===== config.mk =====
export PLATFORM = sky130hd
export DESIGN_NAME = gcd_arbiter
export DESIGN_NICKNAME = d
export VERILOG_FILES = /design/src/rtl/gcd_pkg.sv /design/src/rtl/gcd_stein_seq.sv /design/src/rtl/gcd_arbiter.sv
export SDC_FILE = /design/constraint.sdc
export NUM_CORES = 1
export LEC_CHECK = 0
export BUFFER_PORTS_ARGS = -buffer_cell sky130_fd_sc_hd__buf_2
export CORE_MARGIN = 2
export CORE_UTILIZATION = 31
export DETAILED_ROUTE_END_ITERATION = 7
export RECOVER_POWER = 25
export SYNTH_ARGS = -nofsm -noshare
export SYNTH_HDL_FRONTEND = slang
export SYNTH_SLANG_ARGS = --single-unit

===== constraint.sdc =====
create_clock -name clk -period 6.1 [get_ports clk]
set_clock_uncertainty 0.05 [all_clocks]
set_input_delay 1.83 -clock clk [delete_from_list [all_inputs] [get_ports clk]]
set_output_delay 1.83 -clock clk [all_outputs]
set_load 0.01 [all_outputs]

===== src/rtl/gcd_pkg.sv =====
// Shared types and constants for the round-robin GCD arbiter and its Stein engine.
package gcd_pkg;
    localparam int OP_W     = 8;
    localparam int STEP_MAX = 24;
    localparam int NUM_REQ  = 2;

    typedef enum logic [1:0] {IDLE, LOAD, COMPUTE, DONE} state_t;
    typedef enum logic [1:0] {ENG_IDLE, ENG_STRIP, ENG_LOOP} eng_t;

    // Trailing-zero count of a nonzero operand; an 8-bit value has at most 7.
    function automatic logic [2:0] ctz8(input logic [OP_W-1:0] v);
        ctz8 = 3'd0;
        for (int i = OP_W - 1; i >= 0; i--)
            if (v[i]) ctz8 = i[2:0];
    endfunction
endpackage


===== src/rtl/gcd_stein_seq.sv =====
// Sequential binary (Stein) GCD: one strip cycle for common twos, then one reduction step per cycle.
module gcd_stein_seq
    import gcd_pkg::*;
(
    input  logic            clk,
    input  logic            reset,
    input  logic            start,
    input  logic [OP_W-1:0] a,
    input  logic [OP_W-1:0] b,
    output logic            finish,
    output logic [OP_W-1:0] result
);
    eng_t            phase;
    logic [OP_W-1:0] x, y;
    logic [2:0]      k;
    logic [2:0]      tz;

    assign tz     = ctz8(x | y);
    // Zero operands finish in the strip cycle with k still 0, covering gcd(x,0) and gcd(0,0).
    assign finish = (phase != ENG_IDLE) && ((x == '0) || (y == '0));
    assign result = (x | y) << k;

    always_ff @(posedge clk or posedge reset) begin
        if (reset) begin
            phase <= ENG_IDLE;
            x     <= '0;
            y     <= '0;
            k     <= '0;
        end else if (start) begin
            phase <= ENG_STRIP;
            x     <= a;
            y     <= b;
            k     <= '0;
        end else if (finish) begin
            phase <= ENG_IDLE;
        end else begin
            case (phase)
                ENG_STRIP: begin
                    x     <= x >> tz;
                    y     <= y >> tz;
                    k     <= tz;
                    phase <= ENG_LOOP;
                end
                ENG_LOOP: begin
                    if (!x[0])       x <= x >> 1;
                    else if (!y[0])  y <= y >> 1;
                    else if (x >= y) x <= (x - y) >> 1;
                    else             y <= (y - x) >> 1;
                end
                default: phase <= ENG_IDLE;
            endcase
        end
    end
endmodule


===== src/rtl/gcd_arbiter.sv =====
// Two-requester round-robin front end sharing one gcd_stein_seq engine.
// Define GCD_ZERO_BYPASS_EN to resolve zero operands in LOAD and skip COMPUTE.
module gcd_arbiter
    import gcd_pkg::*;
(
    input  logic               clk,
    input  logic               reset,
    input  logic               req0,
    input  logic [OP_W-1:0]    a0,
    input  logic [OP_W-1:0]    b0,
    input  logic               req1,
    input  logic [OP_W-1:0]    a1,
    input  logic [OP_W-1:0]    b1,
    output logic [NUM_REQ-1:0] gnt,
    output logic               done0,
    output logic               done1,
    output logic [OP_W-1:0]    result,
    output logic               busy
);
    state_t             state, state_nx;
    logic [NUM_REQ-1:0] gnt_q, gnt_nx;
    logic               ptr;
    logic [OP_W-1:0]    result_q;
    logic [OP_W-1:0]    op_a, op_b;
    logic               start;
    logic               eng_finish;
    logic [OP_W-1:0]    eng_result;

    assign op_a = gnt_q[1] ? a1 : a0;
    assign op_b = gnt_q[1] ? b1 : b0;
`ifdef GCD_ZERO_BYPASS_EN
    logic zero_op;
    assign zero_op = (op_a == '0) || (op_b == '0);
`endif

    always_comb begin
        state_nx = state;
        gnt_nx   = gnt_q;
        start    = 1'b0;
        case (state)
            IDLE: begin
                if (req0 || req1) begin
                    state_nx = LOAD;
                    // ptr names the requester favoured when both contend.
                    if (req0 && req1) gnt_nx = ptr ? 2'b10 : 2'b01;
                    else              gnt_nx = req1 ? 2'b10 : 2'b01;
                end
            end
            LOAD: begin
`ifdef GCD_ZERO_BYPASS_EN
                if (zero_op) begin
                    state_nx = DONE;
                end else begin
                    start    = 1'b1;
                    state_nx = COMPUTE;
                end
`else
                start    = 1'b1;
                state_nx = COMPUTE;
`endif
            end
            COMPUTE: if (eng_finish) state_nx = DONE;
            DONE: begin
                state_nx = IDLE;
                gnt_nx   = '0;
            end
            default: begin
                state_nx = IDLE;
                gnt_nx   = '0;
            end
        endcase
    end

    always_ff @(posedge clk or posedge reset) begin
        if (reset) begin
            state    <= IDLE;
            gnt_q    <= '0;
            ptr      <= 1'b0;
            result_q <= '0;
        end else begin
            state <= state_nx;
            gnt_q <= gnt_nx;
            if (state == DONE) ptr <= ~ptr;
            if (state == COMPUTE && eng_finish) result_q <= eng_result;
`ifdef GCD_ZERO_BYPASS_EN
            if (state == LOAD && zero_op) result_q <= op_a | op_b;
`endif
        end
    end

    gcd_stein_seq u_eng (
        .clk    (clk),
        .reset  (reset),
        .start  (start),
        .a      (op_a),
        .b      (op_b),
        .finish (eng_finish),
        .result (eng_result)
    );

    assign gnt    = gnt_q;
    assign done0  = (state == DONE) && gnt_q[0];
    assign done1  = (state == DONE) && gnt_q[1];
    assign result = result_q;
    assign busy   = (state != IDLE);
endmodule


==> results.toml <==
[outcome]
outcome = "finished with violations"
violations = "max-capacitance violations, max-slew violations"

[routing]
drt_wl_total_mm = 10.7
ant_nets = 0
drt_pre_antenna_iters = 5
vias_per_cell = 5.76
vias = 3362
drt_iter0_markers = 415
post_drt_wl_per_cell_um = 18.3
drc_errors = 0

[place]
post-place-ws_ps = 2630
gp_congestion = 1.03
port_buffers = 48
dpl.hpwl_mm = 8.26
dpl-instance-area_sq_mm = 0.00371

[timing]
slew_viol_final = 35
period_share_pct = 60.0
rsz0062_at_grt = "false"
finalHoldViolations = 0
slew_headroom_pct = -32.3
setup_viol = 0
period_minus_slack_ps = 3660
whs_ps = 426
worstMarginPinSlew_ps = 1980
worst_slack_ps = 2440
fmax_mhz = 273
finalSetupTns_ps = 0

[cts]
clk_pin_slew_ps = 70
cts_buffers = 5
cts_setup_buffers = 0
cts_resized = 0
cts_buffer_depth = 2
ctsHoldBuffers = 0
clock-root-buffer = "clkbuf_8"
cts_sinks = 34
cts_tree = "done"
htreeDepth = 2
clk_latency_ps = 290

[yosys]
yosys_warnings = 0
yosysMostFrequentCell = "nor2_1"
synthFlopType = "dfrtp_1"
synthTopCellsByArea = "dfrtp_1 (25%), ha_1 (10%), mux2_2 (6.4%)"
syn_inst = 403
yosys.area.top_type = "dfrtp_1"
syn_nets = 469
synth_area_sq_mm = 0.00336
synth_common_cells = "nor2_1 (37), a21oi_1 (35), dfrtp_1 (34), nand2_1 (33), ha_1 (28)"
yosys.area.top_type_share_pct = 25.3
ys_types = 65
synth_edf_count = 0
yosysSeqAreaShare_pct = 25.3
synth-seq-cells = 34
async_flop_share_pct = 100
syn_avg_cell_area_sq_um = 8.34

[run]
max_cap_violations = 1

[setup_path]
critical_path.endpoint_type = "flop"
worstPathRequired_ps = 6230
cpMostUsedCell = "inv_1"
critPathKind = "reg2reg"
startpoint_type = "flop"
critPathMaxStageDelay_ps = 1020
crit_arrival_ps = 3790
critPathSlowestCell = "clkbuf_1"
path_max_fanout = 29
cp_cell_sequence = "inv_1, ha_1, clkbuf_1, nor3b_2, and2_1, inv_1, a31oi_1, o21ba_2, o21ai_1, mux2_2"

[power]
vdd_drop_max_uv = 223
powerDensity_mw_per_mm2 = 659
static-leakage-power_nw = 1.66

[floorplan]
fp.dieH_um = 108
fp-row-count = 38
start_util_pct = 31.4
die_area_sq_mm = 0.0117
pin_count = 49
core_sq_mm = 0.0107
die_w_um = 108

[layout]
nets = 509
layout-drive-gt1-share_pct = 18.9
area_growth_pct = 13.3
final_area_sq_mm = 0.00381
nFillCells = 1128
diodes = 0
postLayoutCoreUtil_pct = 35.6

[global_route]
grt_pass1_vias = 3232
antenna_found_initial = 0
grt_pass1_wl_mm = 17.2
grt_start_max_net_pins = 35
grt_usage_pct = 19.0
globalRouteOverflowTotal = 0

[hold_path]
hp-class = "reg2reg"
==> power breakdown <==
part,internal (mW),switching [mW]
combinational,0.732,1.06
sequential,0.330,0.186
clock,0.122,0.0850
==> critical path, delay by kind of cell, from the launching register on <==
kind / cells / cell delay [ps]
muxes: 1 / 310
adders and majority gates: 1 / 150
AOI/OAI and AO/OA: 3 / 710
DFF: 1 / 400
buffers and inverters: 3 / 1300
and+or+nand+nor: 2 / 630
==> worst paths after layout <==
| path | startpoint | end | slack, ps | depth (start not counted) |
|---|---|---|---|---|
| hold / removal | result[7]$_DFFE_PP0P_ | result[7]$_DFFE_PP0P_ | 430 | 2 |
| hold reg to reg | result[7]$_DFFE_PP0P_ | result[7]$_DFFE_PP0P_ | 430 | 2 |
| setup / recovery | state[1]$_DFFE_PP0P_ | u_eng.y[1]$_DFFE_PP0P_ | 2440 | 10 |
| setup reg to reg | state[1]$_DFFE_PP0P_ | u_eng.y[1]$_DFFE_PP0P_ | 2440 | 10 |
| max in group asynchronous | reset | u_eng.y[6]$_DFFE_PP0P_ | 2650 | 3 |
| min in group asynchronous | reset | u_eng.phase[0]$_DFFE_PP0P_ | 2210 | 3 |
==> flip-flops by register name, indices dropped and copies added (netlist names) <==
signal       flops
u_eng.phase      2
gnt              2
result           8
u_eng.y          8
u_eng.x          8
u_eng.k          3
ptr              1
state            2
==> cell type report <==
class | count | area (sq um) | area share [%]
Clock buffer | 7 | 76.3 | 2.00
Timing Repair Buffer | 50 | 248 | 6.50
Tap cell | 140 | 175 | 4.60
Clock inverter | 1 | 30.0 | 0.788
Inverter | 27 | 101 | 2.66
Sequential cell | 34 | 851 | 22.3
Multi-Input combinational cell | 325 | 2330 | 61.1
==> kinds of logic (layout without fill, tap and decap cells) <==
family	Yosys count	count (layout)	share of synthesized area, %
AO/OA/AOI/OAI	130	130	26.4
XOR/XNOR	14	14	3.65
adder cells (fa/ha/maj)	30	30	11.6
buffers and inverters	44	85	5.44
flip-flops	34	34	25.3
multiplexers	29	29	10.1
AND/OR/NAND/NOR	122	122	17.5
==> placed cells by master (no fill, tap or decap), drive strengths merged, types with 6 or more instances in the layout <==
cell type  count
nor2          38
a21oi         36
nor3          13
inv           27
dfrtp         34
o21ai         24
clkbuf         9
xnor2         11
buf           48
mux2i          8
nand2         33
mux2          19
a22oi          8
ha            28
and2           8
o21bai         6
==> metal layers <==
metal  wire [um]  GRT usage, %  share of wire [%]  vias up
li1            -             -                  -     1557
met1        4850          25.7                 45     1623
met2        4970          31.4                 46      154
met3         570          2.35                5.3       28
met4         300          6.04                2.8        0
met5           0             0                  0        -
==> through the flow <==
step / cells / power (mW)
final: 584 / 2.51
after global routing: 584 / 2.72
after CTS: 584 / 2.48
after detailed placement: 576 / 2.26
after global placement: 576 / 2.25
after floorplan: 403 / 1.80
Note: power is estimated with default switching activity, not from simulation.
